$ cat src/rtl/cnt_arbiter_pkg.sv
// Shared definitions for the counting arbiter: default sizes, index width helper, one-hot encoder.
// Latency: n/a (package).
// Backpressure: n/a (package).
package cnt_arbiter_pkg;

    // Default geometry of the arbiter.
    localparam int NREQ_DEF = 4;
    localparam int WIDTH_DEF = 32;

    // Upper bound on requesters; sizes the one-hot helper below.
    localparam int MAX_NREQ = 32;
    localparam int IDX_MAX_W = 5;

    // Width of a client index (round-robin pointer, cfg_sel) for n clients.
    // A single client still gets a 1-bit index so no port collapses to zero width.
    function automatic int idx_width(input int n);
        return (n > 1) ? $clog2(n) : 1;
    endfunction

    localparam int PTR_W_DEF = idx_width(NREQ_DEF);

    // One-hot encode a client index. Callers cast the result down to NREQ bits.
    function automatic logic [MAX_NREQ-1:0] onehot(input logic [IDX_MAX_W-1:0] idx);
        logic [MAX_NREQ-1:0] v;
        v = '0;
        v[idx] = 1'b1;
        return v;
    endfunction

endpackage

$ cat src/rtl/cnt_arbiter_if.sv
// Bundles the arbiter's control, config, grant and readback signals.
// Latency: n/a (wires only).
// Backpressure: none; request lines are level-sensitive and simply held until granted.
//
// master: drives en/req/clr/cfg_*, observes gnt/rd_value/done/busy.
// slave : the arbiter itself.
interface cnt_arbiter_if
    import cnt_arbiter_pkg::*;
#(
    parameter int NREQ  = NREQ_DEF,
    parameter int WIDTH = WIDTH_DEF
);
    localparam int SEL_W = idx_width(NREQ);

    logic             en;         // 1 = arbitrate, 0 = halt (counts and pointer hold)
    logic [NREQ-1:0]  req;        // per-client increment request, level-sensitive
    logic [NREQ-1:0]  clr;        // per-client synchronous clear of count and done
    logic             cfg_we;     // limit write strobe
    logic [SEL_W-1:0] cfg_sel;    // client for limit write and count readback
    logic [WIDTH-1:0] cfg_limit;  // limit value written on cfg_we
    logic [NREQ-1:0]  gnt;        // registered one-hot grant, cycle after the increment edge
    logic [WIDTH-1:0] rd_value;   // combinational count[cfg_sel]
    logic [NREQ-1:0]  done;       // registered, client reached its limit
    logic             busy;       // combinational, some client is eligible right now

    modport master (
        output en, req, clr, cfg_we, cfg_sel, cfg_limit,
        input  gnt, rd_value, done, busy
    );

    modport slave (
        input  en, req, clr, cfg_we, cfg_sel, cfg_limit,
        output gnt, rd_value, done, busy
    );

endinterface

$ cat src/rtl/cnt_arbiter_rr_pick.sv
// Combinational round-robin picker: first eligible client strictly after ptr, wrapping.
// Latency: 0 cycles (pure combinational).
// Backpressure: none; win_vld is low when nothing is eligible.
//
// Ports: eligible[NREQ] in, ptr (last winner) in, win_idx / win_vld out.
module cnt_rr_pick
    import cnt_arbiter_pkg::*;
#(
    parameter int NREQ  = NREQ_DEF,
    parameter int SEL_W = idx_width(NREQ)
) (
    input  logic [NREQ-1:0]  eligible,
    input  logic [SEL_W-1:0] ptr,
    output logic [SEL_W-1:0] win_idx,
    output logic             win_vld
);

    // Walk the offsets from farthest to nearest so the nearest eligible client
    // (ptr+1 first) is the last one to overwrite the result.
    always_comb begin
        int idx;
        win_idx = '0;
        win_vld = 1'b0;
        idx     = 0;
        for (int k = NREQ; k >= 1; k--) begin
            idx = (int'(ptr) + k) % NREQ;
            if (eligible[SEL_W'(idx)]) begin
                win_idx = SEL_W'(idx);
                win_vld = 1'b1;
            end
        end
    end

endmodule

$ cat src/rtl/cnt_arbiter.sv
// Round-robin arbiter sharing one WIDTH-bit incrementer among NREQ counting clients.
// Latency: count updates at the grant edge; gnt/done are registered and appear the cycle after.
// Backpressure: req is held by the client; done clients are masked until cleared, en=0 freezes all.
//
// Ports: m_clock, p_reset (async, active-low), bus (cnt_arbiter_if.slave).
module cnt_arbiter
    import cnt_arbiter_pkg::*;
#(
    parameter int NREQ  = NREQ_DEF,
    parameter int WIDTH = WIDTH_DEF
) (
    input  logic          m_clock,
    input  logic          p_reset,
    cnt_arbiter_if.slave  bus
);

    localparam int SEL_W = idx_width(NREQ);

    // State
    logic [WIDTH-1:0] count_q [NREQ];
    logic [WIDTH-1:0] count_d [NREQ];
    logic [WIDTH-1:0] limit_q [NREQ];
    logic [WIDTH-1:0] limit_d [NREQ];
    logic [NREQ-1:0]  done_q, done_d;
    logic [NREQ-1:0]  gnt_q, gnt_d;
    logic [SEL_W-1:0] ptr_q, ptr_d;

    // Arbitration
    logic [NREQ-1:0]  eligible;
    logic [SEL_W-1:0] win_idx;
    logic             win_vld;
    logic [WIDTH-1:0] inc_sum;
    logic             sel_ok;

    // A clear in the same cycle removes the client from contention so the
    // grant goes to someone else instead of being wasted on a reset count.
    assign eligible = {NREQ{bus.en}} & bus.req & ~done_q & ~bus.clr;

    cnt_rr_pick #(
        .NREQ  (NREQ),
        .SEL_W (SEL_W)
    ) u_pick (
        .eligible (eligible),
        .ptr      (ptr_q),
        .win_idx  (win_idx),
        .win_vld  (win_vld)
    );

    // The one shared incrementer: its operand is muxed by the winner index.
    assign inc_sum = count_q[win_idx] + WIDTH'(1);

    // cfg_sel can exceed NREQ-1 when NREQ is not a power of two.
    assign sel_ok = (int'(bus.cfg_sel) < NREQ);

    always_comb begin
        count_d = count_q;
        limit_d = limit_q;
        done_d  = done_q;
        ptr_d   = ptr_q;
        gnt_d   = '0;

        if (win_vld) begin
            count_d[win_idx] = inc_sum;
            ptr_d            = win_idx;
            gnt_d            = NREQ'(onehot(IDX_MAX_W'(win_idx)));
            // Exact-equality compare: a limit written below the current count
            // is only hit after the counter wraps. Zero means free-running.
            if ((limit_q[win_idx] != '0) && (inc_sum == limit_q[win_idx])) begin
                done_d[win_idx] = 1'b1;
            end
        end

        // Clear overrides any update above. A cleared client is never the winner,
        // so this only ever discards its own state.
        for (int i = 0; i < NREQ; i++) begin
            if (bus.clr[i]) begin
                count_d[i] = '0;
                done_d[i]  = 1'b0;
            end
        end

        // Limit writes land at the edge; the done compare above used limit_q,
        // so a same-edge increment sees the old limit.
        if (bus.cfg_we && sel_ok) begin
            limit_d[bus.cfg_sel] = bus.cfg_limit;
        end
    end

    always_ff @(posedge m_clock or negedge p_reset) begin
        if (!p_reset) begin
            count_q <= '{default: '0};
            limit_q <= '{default: '0};
            done_q  <= '0;
            gnt_q   <= '0;
            // Pointer parked on the last client so client 0 wins first.
            ptr_q   <= SEL_W'(NREQ - 1);
        end else begin
            count_q <= count_d;
            limit_q <= limit_d;
            done_q  <= done_d;
            gnt_q   <= gnt_d;
            ptr_q   <= ptr_d;
        end
    end

    assign bus.gnt      = gnt_q;
    assign bus.done     = done_q;
    assign bus.busy     = win_vld;
    assign bus.rd_value = sel_ok ? count_q[bus.cfg_sel] : '0;

endmodule

$ cat src/flat_wrapper.sv
// flat-port wrapper written by rule: the top's interface ports become plain ports
module cnt_arbiter_flat import cnt_arbiter_pkg::*;
#(
    parameter int NREQ  = NREQ_DEF,
    parameter int WIDTH = WIDTH_DEF
)
  (m_clock, p_reset, bus_en, bus_req, bus_clr, bus_cfg_we, bus_cfg_sel, bus_cfg_limit, bus_gnt, bus_rd_value, bus_done, bus_busy);
  cnt_arbiter_if #(.NREQ(NREQ), .WIDTH(WIDTH)) bus_i ();
  input  logic m_clock;
  input  logic p_reset;
  input wire logic [$bits(bus_i.en)-1:0] bus_en;
  input wire logic [$bits(bus_i.req)-1:0] bus_req;
  input wire logic [$bits(bus_i.clr)-1:0] bus_clr;
  input wire logic [$bits(bus_i.cfg_we)-1:0] bus_cfg_we;
  input wire logic [$bits(bus_i.cfg_sel)-1:0] bus_cfg_sel;
  input wire logic [$bits(bus_i.cfg_limit)-1:0] bus_cfg_limit;
  output wire logic [$bits(bus_i.gnt)-1:0] bus_gnt;
  output wire logic [$bits(bus_i.rd_value)-1:0] bus_rd_value;
  output wire logic [$bits(bus_i.done)-1:0] bus_done;
  output wire logic [$bits(bus_i.busy)-1:0] bus_busy;
  assign bus_i.en = bus_en;
  assign bus_i.req = bus_req;
  assign bus_i.clr = bus_clr;
  assign bus_i.cfg_we = bus_cfg_we;
  assign bus_i.cfg_sel = bus_cfg_sel;
  assign bus_i.cfg_limit = bus_cfg_limit;
  assign bus_gnt = bus_i.gnt;
  assign bus_rd_value = bus_i.rd_value;
  assign bus_done = bus_i.done;
  assign bus_busy = bus_i.busy;
  cnt_arbiter #(.NREQ(NREQ), .WIDTH(WIDTH)) u_core (.m_clock(m_clock), .p_reset(p_reset), .bus(bus_i));
endmodule
$ cat config.mk
export PLATFORM = sky130hd
export DESIGN_NAME = cnt_arbiter_flat
export DESIGN_NICKNAME = d
export VERILOG_FILES = /design/src/rtl/cnt_arbiter_pkg.sv /design/src/rtl/cnt_arbiter_if.sv /design/src/rtl/cnt_arbiter_rr_pick.sv /design/src/rtl/cnt_arbiter.sv /design/src/flat_wrapper.sv
export SDC_FILE = /design/constraint.sdc
export NUM_CORES = 1
export LEC_CHECK = 0
export CORE_MARGIN = 2
export CORE_UTILIZATION = 40
export CTS_CLUSTER_SIZE = 10
export DETAILED_ROUTE_END_ITERATION = 16
export HOLD_SLACK_MARGIN = 0.05
export MAX_ROUTING_LAYER = met4
export PLACE_DENSITY = 0.6
export REMOVE_ABC_BUFFERS = 1
export SLEW_MARGIN = 10
export SYNTH_ARGS = -nofsm -noshare
export SYNTH_HDL_FRONTEND = slang
export SYNTH_HIERARCHICAL = 1
export SYNTH_SLANG_ARGS = --single-unit
$ cat constraint.sdc
create_clock -name m_clock -period 7.57 [get_ports m_clock]
set_clock_uncertainty 0.05 [all_clocks]
set_input_delay 2.271 -clock m_clock [delete_from_list [all_inputs] [get_ports m_clock]]
set_output_delay 2.271 -clock m_clock [all_outputs]
set_load 0.02 [all_outputs]
**Word-level counts from Yosys, hierarchy flattened**

Index checks and enable logic that the tools add are counted.

- Add/subtract/negate cells: 5
- $lt $le $gt $ge: 12
- Equality and inequality tests: 1
- Multiplexer cells: 51
- Bitwise logic cells: 8
- Reductions and logical operators: 18

Operators by type and width:

| cell | number |
|---|---|
| 2-to-1 mux 32 bit | 12 |
| bitwise mux 128 bit | 2 |
| binary-select mux 32 bit (select 2 bit) | 3 |
| demux 32 bit (select 2 bit) | 2 |
| 2-to-1 mux 128 bit | 1 |
| adder 32 x 1 -> 32 bit, second input constant | 1 |
| == test 32 bit | 1 |
| nonzero test 32 bit | 1 |
| 2-to-1 mux 1 bit | 18 |
| < comparator 2 x 4 -> 1 bit, second input constant | 4 |
| nonzero test 2 bit | 8 |
| AND 4 bit | 3 |
| 2-to-1 mux 4 bit | 3 |
| binary-select mux 1 bit (select 2 bit) | 4 |
| 2-to-1 mux 2 bit | 4 |
| NOT 4 bit | 2 |
| AND reduction 2 bit | 4 |
| greater-or-equal comparator 3 bit, second input constant | 2 |
| < comparator 2 x 6 -> 1 bit, second input constant | 1 |
| < comparator 3 x 1 -> 1 bit, second input constant | 2 |
| NOT 2 -> 3 bit | 2 |
| logical AND 1 bit | 5 |
| adder 2 x 1 -> 2 bit, second input constant | 2 |
| adder 2 bit, second input constant | 2 |
| 4 further kinds | 6 |

- Register bits after elaboration: 266
- Word-level logic and storage cells: 109

**Longest topological paths before layout**

Gate-level depths: netlist (run 1).

- Depth in word-level cells: 20
- Mapped depth: 19
- Gate-level depth less buffers: 14

**Hierarchy**

Netlist (run 1), hierarchy kept.

Modules (own cells, without submodules):

| module | times used | cells each | area each (um2) | sequential area each (um2) |
|---|---|---|---|---|
| cnt_arbiter | 1 | 1056 | 13787.0 | 6658.9 |
| cnt_rr_pick | 1 | 14 | 91.3 | 0.0 |

**Least setup slack after synthesis (run 1)**

Ideal clock, no wire load.

- Path type: input-to-reg
- From: input port bus_clr[3]
- To: register u_core.done_q[0] (netlist: u_core/bus.done[0])
- Arrival: 6838 ps
- Slack: 572 ps
- Cell stages on the path: 17
- Buffers on the path: 4
- Path through: clkbuf_1 nor4bb_1 and2b_1 a21oi_2 o221ai_2 buf_6 buf_8 mux4_2 buf_6 ha_1 xnor2_2 xor2_1 nand4_1 or4b_1 or4b_1 or4b_4 o41ai_1

- Word-level cells in the longest chain between the ends: 18
- Elaborated cells on any way between the ends: 45

RTL lines:

| item | RTL line | RTL |
|---|---|---|
| start: declaration | flat_wrapper.sv:13 | `input wire logic [$bits(bus_i.clr)-1:0] bus_clr;` |
| NOT 4 bit * | cnt_arbiter.sv:37 | `assign eligible = {NREQ{bus.en}} & bus.req & ~done_q & ~bus.clr;` |
| AND 4 bit * | cnt_arbiter.sv:37 |  |
| named net u_core.eligible[3] | cnt_arbiter.sv:29 | `logic [NREQ-1:0] eligible;` |
| binary-select mux 1 bit (select 2 bit) | cnt_arbiter_rr_pick.sv:27 | `if (eligible[SEL_W'(idx)]) begin` |
| 2-to-1 mux 1 bit (not written as such) (2 in series) | cnt_arbiter_rr_pick.sv:27 |  |
| 2-to-1 mux 2 bit (3 in series) | cnt_arbiter_rr_pick.sv:27 |  |
| 2-to-1 mux 2 bit * | cnt_arbiter_rr_pick.sv:27 |  |
| named net u_core.win_idx[0] | cnt_arbiter.sv:30 | `logic [SEL_W-1:0] win_idx;` |
| NOT 2 -> 3 bit (not written as such) | cnt_arbiter.sv:50, cnt_arbiter.sv:68 |  |
| binary-select mux 32 bit (select 2 bit) | cnt_arbiter.sv:50 | `assign inc_sum = count_q[win_idx] + WIDTH'(1);` |
| 2-to-1 mux 32 bit (not written as such) (2 in series) | cnt_arbiter.sv:50 |  |
| adder 32 x 1 -> 32 bit | cnt_arbiter.sv:50 |  |
| == test 32 bit | cnt_arbiter.sv:68 | `if ((limit_q[win_idx] != '0) && (inc_sum == limit_q[win_idx])) begin` |
| logical AND 1 bit | cnt_arbiter.sv:68 |  |
| nonzero test 2 bit (no line) | -- |  |
| AND reduction 2 bit (no line) | -- |  |
| end signal: assignment | cnt_arbiter.sv:100 | `done_q <= done_d;` |
| end: declaration | cnt_arbiter.sv:24 | `logic [NREQ-1:0] done_q, done_d;` |

The timed path passes the listed nets; every way through them passes the cells marked *. The select of a mux whose other input is x is not followed.
A chain may end at the register's enable or synchronous reset.

**Final worst setup path (run 1)**

- From: input port bus_clr[3]
- To: register u_core.done_q[3] (netlist: u_core/bus.done[3])

The elaborated chain is that of the path after synthesis.

==> results, run 1 <==
- In the layout the commonest cells are sky130_fd_sc_hd__dfrtp_1, sky130_fd_sc_hd__nor2_1, sky130_fd_sc_hd__mux2_2.
- 87 I/O pins were placed.
- The detailed router placed 9325 vias in this run.
- The share of power burned in registers is 42.7%.
- The number of library cell types mapped by synthesis is 59.
- Setup repair after global routing left no endpoint under its margin.
- The final critical-path share of the clock period is 91.36%.
- The synthesized netlist occupies a cell area of 13880 um2.
- The synthesized instance count is 1070.
- The floorplan step defined a die boundary enclosing 36200 um2.
- The worst path arrival time is 7320 ps.
- The category of the critical setup timing path is input pin to flop.
- The xor and xnor fraction of the mapped netlist area is 4.264%.
- The count of nets left with antenna violations once routing finished came out at 0.
- The number of setup violations in the final report is 0.
- The final hold slack is 449.1 ps.
- The routed length per placed instance is 22.67 um.
- The number of fill cells is 3106.
- For this run, the leading register cell type out of synthesis is sky130_fd_sc_hd__dfrtp_1.
- The clock buffer count from CTS is 31.
- Routability-driven placement finished with a final weighted congestion of 0.8832.
- After Yosys synthesis, full adders, half adders and majority gates account for 0.09016% of the synthesized area.
- Measured along the y axis, the die boundary spans 190.3 um.
- The detailed router finished its first iteration with 661 violations.
- The core utilization of the finished layout is 47.15%.
- TritonCTS built the clock tree.
- The post-cts hold buffer count is 0.
- The category of the worst setup path capture point is a flop.
- From synthesis to final layout, the design area changed by 16.79%.
- The share of synthesized cell area in and, or, nand and nor gates is 9.728%.
- In this run, the combinational gates consume 23.3% of the power.
- During synthesis, Yosys emitted a total of 6 warnings.
- After global routing the overflow that remains totals 0.
- The count of cells resized by post-cts repair is 0.
- The nature of the critical path startpoint is an input pin.
- sky130_fd_sc_hd__dfrtp_1 takes more of the synthesized area than any other cell.
- The internal power contribution is 2.844 mW.
- The number of max-cap violations is 0.
- The library cell used most frequently in the layout, excluding fill and tap cells, is sky130_fd_sc_hd__dfrtp_1.
- Along the worst path, the maximum fanout reaches 35.
- The net switching component of the power is 1.156 mW.
- The count of cells in the finished layout, fillers not included, comes to 1614.
- Once routing completed, OpenROAD measured the worst setup slack at 653.8 ps.
- The tree built by TritonCTS fans out to 266 sinks.
- Once detailed placement completed, the half-perimeter wirelength came to 23640 um.
- The number of buffers between clock root and the deepest sink is 3.
- After synthesis, the cell types taking the most area are sky130_fd_sc_hd__dfrtp_1, sky130_fd_sc_hd__mux4_2, sky130_fd_sc_hd__mux2_2.
- The number of hold violations in the final report is 0.
- The pre-CTS setup slack is 79.53 ps.
- The initial antenna violation count is 0.
- The wire length reported by the detailed router is 36590 um.
- After the last flow step, the layout net total stands at 1188.
- The minimum clock period is 6916 ps.
- Including well taps, the total number of placed cells is 1563.
- The highest clock frequency the design can meet is 0.1446 GHz.
- The actual transition at the worst max-transition pin is 1038 ps.
- The number of iterations in the first detailed-routing pass is 5.
- The final count of pins violating max slew came to 0.
- The async set-or-reset flop fraction in the synthesized netlist is 100.0%.
- In the routed layout, each cell is associated on average with a via count of 5.778.
- The worst hold-check path type is flop to flop.
- The pin count of the biggest net entering global routing is 171.
- The area share of the largest cell type after synthesis is 47.60%.
- The count of flip-flops with a built-in enable after synthesis is 0.
- In the synthesized netlist, mux cells make up 26.88% of the area.
- For this configuration, the core starts out at a cell density of 40.38%.
- The buffer type at the clock tree root is sky130_fd_sc_hd__clkbuf_16.
- The number of antenna cells inserted is 0.
- The total global-route track usage is 21.33%.
- The proportion of synthesized chip area in sequential cells is 47.98%.
- Summed over all failing endpoints, the final setup total negative slack is 0 ps.
- The average footprint of a synthesized cell is 12.97 um2.
- During placement, the flow inserted port buffers numbering 86.
- The die is 190.3 um wide.
- The buffer count from post-CTS setup fixing is 0.
- After synthesis the netlist holds a flip-flop and latch count of 266.
- In this run the power density over the cells is 246.7 nW/um2.
- The DRC violation count after routing is 0.
- The total area inside the core boundary comes to 34370 um2.
- The static leakage power is 6.250 nW.
- Per report_power, the clock group accounts for 34.0% of the total.
- The floorplan has 68 rows.
- The combinational family with the most area after synthesis is multiplexers.
- For the worst setup path, the data required time is 7980 ps.
- Clock-pin slew was measured on the worst setup and hold paths at 60 ps.
- The flow ran to the end, and the final reports show no timing, DRC or antenna violations.
- In this run switching power makes up 28.89% of total power.
- The layout cell share with drive strength beyond 1 is 27.52%.
- Across the VDD grid, the largest voltage drop is 0.2187 mV.
- The synthesized-area fraction occupied by ao, oa, aoi and oai cells is 7.997%.
- The remaining max-slew budget at the tightest pin is 30.73%.
- The first global-routing pass estimated 57690 um of wire.
- CTS built an H-tree with a depth of 1.
- The clock latency on the worst-skew pair is 570 ps.
- The via count of the first global-routing pass was 9575.
[cell families (layout without fill, tap and decap cells)]
family	after synthesis	after routing
compound gates	148	148
xor+xnor	56	56
fa+ha+maj	1	1
buf+inv	95	184
flops	266	266
mux	235	235
simple gates	269	269
[flip-flops by register name, summed over array words and instances, names as in the netlist]
register	count
u_core/bus.done	4
u_core/bus.gnt	4
u_core/limit_q	128
u_core/ptr_q	2
u_core/count_q	128
[routing by layer]
layer  vias to the layer above  GRT usage, %  wire length [um]
li1                       4200             -                 -
met1                      4850         29.73             16930
met2                       223         33.53             17310
met3                        52         2.484              1410
met4                         0         5.426               930
met5                         -             -                 0
[per-stage QoR]
stage               total power, mW  area (um2)
floorplan                     2.331       13480
global placement              2.648       15310
detailed placement            2.668       15310
CTS                           4.045       16210
global route                  4.192       16210
finish                        3.999       16210
[worst max-delay path: stages]
cell	delay, ps
sky130_fd_sc_hd__clkdlybuf4s50_1	400
sky130_fd_sc_hd__buf_4	170
sky130_fd_sc_hd__nor4bb_1	310
sky130_fd_sc_hd__buf_4	180
sky130_fd_sc_hd__and2b_1	150
sky130_fd_sc_hd__a21oi_2	50
sky130_fd_sc_hd__o221ai_4	250
sky130_fd_sc_hd__buf_12	340
sky130_fd_sc_hd__mux4_2	630
sky130_fd_sc_hd__xnor2_2	320
sky130_fd_sc_hd__xor2_1	180
sky130_fd_sc_hd__nand4_1	100
sky130_fd_sc_hd__or4b_1	550
sky130_fd_sc_hd__or4b_1	480
sky130_fd_sc_hd__or4b_4	560
sky130_fd_sc_hd__o41ai_1	380
[cells in the mapped netlist, types with 4 or more instances]
cell                       count
sky130_fd_sc_hd__nor4_1       14
sky130_fd_sc_hd__xnor2_1      34
sky130_fd_sc_hd__clkbuf_1     67
sky130_fd_sc_hd__dfrtp_1     264
sky130_fd_sc_hd__mux2_2      130
sky130_fd_sc_hd__a211oi_1    124
sky130_fd_sc_hd__buf_1         9
sky130_fd_sc_hd__and4_1        4
sky130_fd_sc_hd__xor2_1       14
sky130_fd_sc_hd__nor2_1      135
sky130_fd_sc_hd__inv_1         8
sky130_fd_sc_hd__nor4bb_1      4
sky130_fd_sc_hd__buf_4         5
sky130_fd_sc_hd__nor2b_1       6
sky130_fd_sc_hd__and3_1        8
sky130_fd_sc_hd__buf_6         5
sky130_fd_sc_hd__mux4_1        4
sky130_fd_sc_hd__o21ai_0       6
sky130_fd_sc_hd__mux2i_1       9
sky130_fd_sc_hd__and2_1        6
sky130_fd_sc_hd__nand4_1      15
sky130_fd_sc_hd__o41ai_1       4
sky130_fd_sc_hd__nand2b_1     12
sky130_fd_sc_hd__nand2_1      19
sky130_fd_sc_hd__nor3b_1       4
sky130_fd_sc_hd__nor3_1        8
sky130_fd_sc_hd__or4_1         6
sky130_fd_sc_hd__nand3_1      11
sky130_fd_sc_hd__mux4_2       92
[power by group through the flow]
stage                     clock network (mW)  logic, mW  registers, mW
after floorplan                            0      0.634           1.70
after global placement                     0      0.926           1.72
after detailed placement                   0      0.938           1.73
after CTS                               1.40      0.941           1.71
after global routing                    1.45       1.01           1.73
final                                   1.36      0.934           1.71
[worst paths after layout]
path	endpoint	cells past startpoint	slack, ps	startpoint
max in group asynchronous	u_core/count_q[63]	2	4410	p_reset
hold reg to reg	u_core/limit_q[47]	1	450	u_core/limit_q[47]
setup / recovery	u_core/bus.done[3]	16	650	bus_clr[3]
min in group asynchronous	u_core/limit_q[43]	1	1650	p_reset
hold / removal	u_core/limit_q[47]	1	450	u_core/limit_q[47]
setup reg to reg	u_core/bus.done[3]	14	2490	u_core/bus.done[2]
[area by class of cell]
| cell class | count | area (um2) | area share (%) |
|---|---|---|---|
| multi-input cells | 709 | 6837 | 42.18 |
| inverters | 8 | 30.03 | 0.1853 |
| repair buffers | 125 | 1211 | 7.473 |
| clock inverters | 2 | 28.78 | 0.1776 |
| well taps | 455 | 569.3 | 3.512 |
| flip-flops and latches | 266 | 6659 | 41.08 |
| clock buffers | 49 | 873.3 | 5.388 |
(Power assumes the default switching activity.)
==> run 2: changes to the inputs <==
- GPL_TIMING_DRIVEN: unset -> 0
- RECOVER_POWER: unset -> 50
==> results, run 2 (synthesis results as in run 1) <==
- The number of antenna cells inserted is 0 (unchanged).
- The total global-route track usage came to 21.12% (-0.21 points).
- The worst hold-check path type is flop to flop.
- The remaining antenna violation count is 0 (unchanged).
- The number of I/O port buffers is 86 (unchanged).
- Leaving out fill and tap cells, the most frequent cell in the layout is sky130_fd_sc_hd__dfrtp_1.
- The CTS tree is yes.
- The part of the total power dissipated in the clock network was 33.7% (-0.3 points).
- The sum of negative setup slack is 0 ps (unchanged).
- The vertical extent of the die is 190.3 um (unchanged).
- The buffer type at the clock tree root is sky130_fd_sc_hd__clkbuf_16.
- The combined area of the multi-input logic cells is 6877 um2 (+0.59%).
- The worst path required time is 7980 ps (about the same).
- The worst setup path is launched from an input pin.
- The number of max-cap violations is 1 (+1).
- The number of placement rows is 68 (unchanged).
- The category of the critical setup timing path is input pin to flop.
- The worst path arrival time is 7640 ps (+320 ps).
- In the final layout, the registers with the most flip-flops are u_core/count_q x128, u_core/limit_q x128.
- The share of power burned in registers is 42.4% (-0.3 points).
- The routed length per placed instance is 22.41 um (-1.1%).
- The layout cell share with drive strength beyond 1 was 27.56% (+0.033 points).
- The worst register-to-register path ends at u_core/bus.done[1].
- The wire length reported by the detailed router is 36060 um (-1.4%).
- The total power per unit cell area was 244.9 nW/um2 (-0.76%).
- The internal power contribution came to 2.868 mW (+0.87%).
- The minimum clock period is 7239 ps (+322.4 ps).
- The highest clock frequency the design can meet is 0.1381 GHz (-4.5%).
- The via count came to 9217 (-1.2%).
- The final count of pins violating max slew was 66 (+66).
- The number of nets in the final layout is 1182 (-0.51%).
- The via count of the first global-routing pass was 9428 (-1.5%).
- The clock latency on the worst-skew pair was 570 ps (about the same).
- The critical path starts at bus_en.
- The initial core utilization is 40.38% (unchanged).
- The worst reg-to-reg setup slack is 2100 ps (-390 ps).
- The horizontal extent of the die came to 190.3 um (unchanged).
- The total congestion overflow after global routing is 0 (unchanged).
- The maximum vdd ir drop is 0.1851 mV (-15%).
- The worst setup path is captured at a flop.
- The area of the core region is 34370 um2 (unchanged).
- The total number of clock tree sinks was 266 (unchanged).
- The switching share of power is 28.74% (-0.15 points).
- The remaining max-slew budget at the tightest pin is -152.1% (-180 points).
- The static leakage power is 6.332 nW (+1.3%).
- The critical path goes through clkdlybuf4s50_1 > nor4bb_2 > and2b_1 > a21oi_2 > o221ai_4 > buf_4 > mux4_2 > ha_1 > nand2_1 > o22ai_1 > nand3_1 > nor3_2 > xor2_1 > a2111oi_0 > or4b_4 > o41ai_1.
- The count of cell instances traversed by the critical path is 16 (unchanged).
- The clock buffer count from CTS was 31 (unchanged).
- The deepest level of the CTS H-tree is 1 (unchanged).
- The number of buffers between clock root and the deepest sink is 3 (unchanged).
- The full die area is 36200 um2 (unchanged).
- The storage element area is 6659 um2 (unchanged).
- The fraction of power consumed by combinational cells is 23.9% (+0.6 points).
- The top-level I/O count came to 87 (unchanged).
- The delay of the slowest critical-path stage was 550 ps (-80 ps).
- The final critical-path share of the clock period is 95.62% (+4.3 points).
- The highest net fanout along the worst path is 9 (-74%).
- The core utilization of the finished layout was 47.82% (+0.67 points).
- The final HPWL from detailed placement was 24760 um (+4.7%).
- The final reports fail on capacitance limit, slew limit.
- The post-detailed-route via-to-cell ratio came to 5.728 (-0.85%).
- Broken down by cell family, the worst path's largest delay share belongs to simple AND/OR/NAND/NOR gates.
- The pin count of the biggest net entering global routing came to 103 (-40%).
- The first-pass GRT wire length is 57150 um (-0.93%).
- Setup repair after global routing left no endpoint under its margin.
- The count of cells along the worst register-to-register path is 15 (+1).
- The number of fill cells is 3096 (-0.32%).
- The number of hold violations in the final report is 0 (unchanged).
- The clock transition at the registers of the reported paths is 60 ps (about the same).
- The DRC violation count after routing is 0 (unchanged).
- The placer's final routability congestion estimate was 0.8145 (-7.8%).
- The actual transition at the worst max-transition pin is 3782 ps (+2744 ps).
- The destination of the critical timing path is u_core/bus.done[1].
- The number of iterations in the first detailed-routing pass is 5 (unchanged).
- The instance area at placement is 15510 um2 (+1.3%).
- The area growth from synthesis to layout is 18.45%.
- The run finished, with violations left.
- The net switching component of the power is 1.157 mW (+0.13%).
- The number of setup violations in the final report is 0 (unchanged).
- The library cells used most frequently in the layout, excluding fill and tap cells, are sky130_fd_sc_hd__dfrtp_1, sky130_fd_sc_hd__nor2_1, sky130_fd_sc_hd__mux2_2.
- Among all stages on the critical path, the largest delay is contributed by sky130_fd_sc_hd__or4b_4.
- The initial antenna violation count was 0 (unchanged).
- The violation count after the first detailed-routing iteration is 643 (-2.7%).
- The design area is 16440 um2 (+1.4%).
- The buffers plus inverters on the worst setup path is 2 (-2).
- The critical register-to-register path startpoint is u_core/bus.done[2].
## run 2: cell types whose count changed in the layout (fill, tap and decap cells not counted), sizes merged
cell           change
clkbuf             +4
dlygate4sd3        +1
buf                -5
clkdlybuf4s50      -5
## run 2: layer usage
layer / wire length [um] / GRT usage [%] / vias to the layer above / part of all wire [%]
li1: - / - / 4207 / -
met1: 16720 / 30.05 / 4728 / 46
met2: 17110 / 32.76 / 225 / 47
met3: 1454 / 2.521 / 57 / 4.0
met4: 778 / 4.741 / 0 / 2.2
met5: 0 / - / - / 0
## run 2: worst min-delay path by stage
stage / slack, ps / end / cells after the start / from
2_1_floorplan: 420 / u_core/limit_q[32] / 1 / u_core/limit_q[32]
3_3_place_gp: 430 / u_core/limit_q[74] / 1 / u_core/limit_q[74]
3_5_place_dp: 440 / u_core/limit_q[43] / 1 / u_core/limit_q[43]
4_1_cts: 450 / u_core/limit_q[54] / 1 / u_core/limit_q[54]
5_1_grt: 460 / u_core/limit_q[43] / 1 / u_core/limit_q[43]
6_report: 450 / u_core/limit_q[14] / 1 / u_core/limit_q[14]
## run 2: cell type report
type	instances	area share, %
clock buffers	50	5.336
repair buffers	119	8.525
flip-flops and latches	266	40.51
well taps	455	3.463
inverters	8	0.1827
multi-input cells	709	41.83
clock inverters	2	0.1522
## run 2: through the flow
step | worst slack (ps) | hold WS [ps] | std cells | total power, mW
after floorplan | -2472 | 424.1 | 983 | 2.331
after global placement | -14860 | 431.7 | 1524 | 2.664
after detailed placement | -885.0 | 437.6 | 1554 | 2.693
after CTS | 129.7 | 450.7 | 1609 | 4.074
after global routing | 13.43 | 458.2 | 1609 | 4.223
final | 331.4 | 448.3 | 1609 | 4.025
## run 2: what timing repair did
action	in CTS	in global routing
setup buffers	3	0
hold buffers	0	0
pin swaps	1	0
resized for setup	2	6
endpoints found under the setup margin	4	4
## run 2: power groups by stage
stage | sequential (mW) | combinational (mW) | clock [mW]
final | 1.71 | 0.962 | 1.36
after global routing | 1.73 | 1.03 | 1.46
after CTS | 1.71 | 0.969 | 1.40
after detailed placement | 1.73 | 0.963 | 0
after global placement | 1.72 | 0.941 | 0
after floorplan | 1.70 | 0.634 | 0
==> run 3: changes to the inputs <==
- PLACE_DENSITY: 0.6 -> 0.58
- SLEW_MARGIN: 10 -> 15
==> results, run 3 (synthesis results as in run 1) <==
- The run finished, with violations left.
- The checks that failed: capacitance limit, slew limit.
- The number of placement rows is 68 (unchanged).
- The global-route track usage on met2 is 33.90% (+1.1 points).
- The worst reg-to-reg setup slack is 2070 ps (-30 ps).
- The number of hold violations in the final report is 0 (unchanged).
- The clock buffer count from CTS is 31 (unchanged).
- The initial core utilization came to 40.38% (unchanged).
- The number of max-cap violations is 3 (+2).
- The remaining antenna violation count is 0 (unchanged).
- The min-delay analysis places its worst path in the category flop to flop.
- Leaving out fill and tap cells, the most frequent cells in the layout are sky130_fd_sc_hd__dfrtp_1, sky130_fd_sc_hd__nor2_1, sky130_fd_sc_hd__mux2_2.
- The remaining max-slew budget at the tightest pin came to -39.95% (+110 points).
- The worst path arrival time came to 7670 ps (+30 ps).
- The deepest level of the CTS H-tree came to 1 (unchanged).
- The layout cell share with drive strength beyond 1 is 28.46% (+0.90 points).
- The instance area at placement is 15610 um2 (+0.64%).
- The vertical extent of the die is 190.3 um (unchanged).
- The met1 usage is 29.33% (-0.72 points).
- The maximum vdd ir drop is 0.1867 mV (+0.86%).
- The pin count of the biggest net entering global routing came to 85 (-17%).
- In the final layout, the registers with the most flip-flops are u_core/count_q x128, u_core/limit_q x128.
- The final critical-path share of the clock period is 96.11% (+0.48 points).
- The origin of the worst setup path is bus_clr[3].
- The minimum clock period came to 7275 ps (+36.67 ps).
- The final hold slack is 447.7 ps (-0.5760 ps).
- The design area is 16490 um2 (+0.30%).
- The via count is 9315 (+1.1%).
- The number of nets in the final layout is 1186 (+0.34%).
- The horizontal extent of the die is 190.3 um (unchanged).
- The first-pass GRT wire length is 58090 um (+1.6%).
- The total global-route track usage is 21.44% (+0.32 points).
- The delay of the slowest critical-path stage is 720 ps (+170 ps).
- The count of cells along the worst register-to-register path was 15 (unchanged).
- The placer's final routability congestion estimate came to 0.8137 (about the same).
- The final count of pins violating max slew is 202 (+210%).
- The busiest metal layer after global routing is met2.
- STA classifies the critical path endpoint as a flop.
- The clock transition at the registers of the reported paths is 60 ps (about the same).
- The actual transition at the worst max-transition pin is 2099 ps (-1683 ps).
- The DRC violation count after routing is 0 (unchanged).
- The final setup slack of the worst path was 294.7 ps (-36.67 ps).
- The number of antenna cells inserted is 0 (unchanged).
- The destination of the critical timing path is u_core/bus.done[1].
- The number of setup violations in the final report is 0 (unchanged).
- In this run the clock root is driven by a sky130_fd_sc_hd__clkbuf_16.
- The number of I/O port buffers was 86 (unchanged).
- In this run the critical register-to-register path is launched from u_core/bus.done[3].
- The category of the critical setup timing path is input pin to flop.
- The routed length per placed instance was 22.77 um (+1.6%).
- The area growth from synthesis to layout is 18.81%.
- The critical path goes through buf_2 > buf_16 > nor4bb_2 > and2b_1 > a21oi_2 > o221ai_4 > buf_8 > buf_16 > buf_16 > mux4_1 > nand4_1 > or2_1 > nor3_4 > xor3_1 > a2111oi_1 > or4b_4 > o41ai_1.
- In this run the critical register-to-register path is captured at u_core/bus.done[1].
- The sum of negative setup slack is 0 ps (unchanged).
- The clock latency on the worst-skew pair is 570 ps (about the same).
- The highest clock frequency the design can meet is 0.1375 GHz (-0.50%).
- The total congestion overflow after global routing is 0 (unchanged).
- The wire length reported by the detailed router is 36520 um (+1.3%).
- The worst setup path is launched from an input pin.
- The highest net fanout along the worst path is 20 (+11).
- The initial antenna violation count came to 0 (unchanged).
- The pre-CTS setup slack is -1024 ps (-139.1 ps).
- The total number of clock tree sinks came to 266 (unchanged).
- The static leakage power is 6.360 nW (+0.43%).
- The most common cell after layout, fill and taps aside is sky130_fd_sc_hd__dfrtp_1.
- The via count of the first global-routing pass was 9546 (+1.3%).
- The number of iterations in the first detailed-routing pass came to 5 (unchanged).
- The violation count after the first detailed-routing iteration is 555 (-14%).
- The post-detailed-route via-to-cell ratio is 5.807 (+1.4%).
- The final HPWL from detailed placement was 25220 um (+1.9%).
- The slowest stage of the critical path is the sky130_fd_sc_hd__mux4_1 cell.
- The total power per unit cell area is 243.2 nW/um2 (-0.68%).
- The number of buffers between clock root and the deepest sink was 3 (unchanged).
- Among the stages of the critical path, the cell type that occurs most often is sky130_fd_sc_hd__buf_16.
- The met3 track demand over resource is 3.202% (+0.68 points).
- The area of the core region is 34370 um2 (unchanged).
- The worst path required time is 7960 ps (-20 ps).
- TritonCTS built the clock tree.
- The full die area is 36200 um2 (unchanged).
- The top-level I/O count is 87 (unchanged).
[run 3: changes by cell type in the layout (fill, tap and decap cells not counted), sizes merged]
| cell | delta |
|---|---|
| dlygate4sd3 | -1 |
| clkinv | -1 |
| clkdlybuf4s50 | +1 |
| clkbuf | -5 |
| buf | +1 |
[run 3: timing repair]
| action | CTS | global route |
|---|---|---|
| endpoints found under the setup margin | 4 | 4 |
| setup buffers | 3 | 0 |
| pin swaps | 1 | 0 |
| hold endpoints to repair | 0 | 0 |
| hold buffers | 0 | 0 |
| resized for setup | 3 | 12 |
[run 3: per-stage QoR]
stage	total power [mW]	util, %	std cells
CTS	4.057	48.03	1604
detailed placement	2.700	45.40	1558
global route	4.211	47.97	1604
floorplan	2.331	-	983
global placement	2.666	43.39	1524
finish	4.010	47.97	1604
[run 3: power breakdown]
group	total, mW	internal [mW]	switching, mW
registers	1.70	1.61	0.0973
logic	0.968	0.484	0.483
clock network	1.34	0.765	0.573
total	4.01	2.86	1.15
[run 3: routing by layer]
metal  wire length (um)  part of all wire (%)  vias up
met5                  0                     0        -
met4                881                   2.4        0
met3               1729                   4.7       60
met2              17570                    48      231
met1              16340                    45     4817
li1                   -                     -     4207
[run 3: cell type report]
class / instances / area [um2]
Inverter: 8 / 30.03
Multi-Input combinational cell: 709 / 6915
Timing Repair Buffer: 123 / 1448
Tap cell: 455 / 569.3
Fill cell: 3118 / 17880
Sequential cell: 266 / 6659
Clock inverter: 1 / 20.02
Clock buffer: 42 / 847.1
[run 3: how the worst min path moves through the flow]
stage                  startpoint                  to  slack, ps  cells past startpoint
4_1_cts        u_core/limit_q[51]  u_core/limit_q[51]        450                      1
3_5_place_dp   u_core/limit_q[51]  u_core/limit_q[51]        440                      1
2_1_floorplan  u_core/limit_q[32]  u_core/limit_q[32]        420                      1
5_1_grt        u_core/limit_q[29]  u_core/limit_q[29]        460                      1
3_3_place_gp   u_core/limit_q[74]  u_core/limit_q[74]        430                      1
6_report       u_core/limit_q[43]  u_core/limit_q[43]        450                      1
[run 3: worst max-delay path: cells and delay by family]
family,cells,cell delay [ps]
mux,1,720
simple gates,6,2030
xor+xnor,1,360
buf+inv,5,1040
compound gates,4,1200
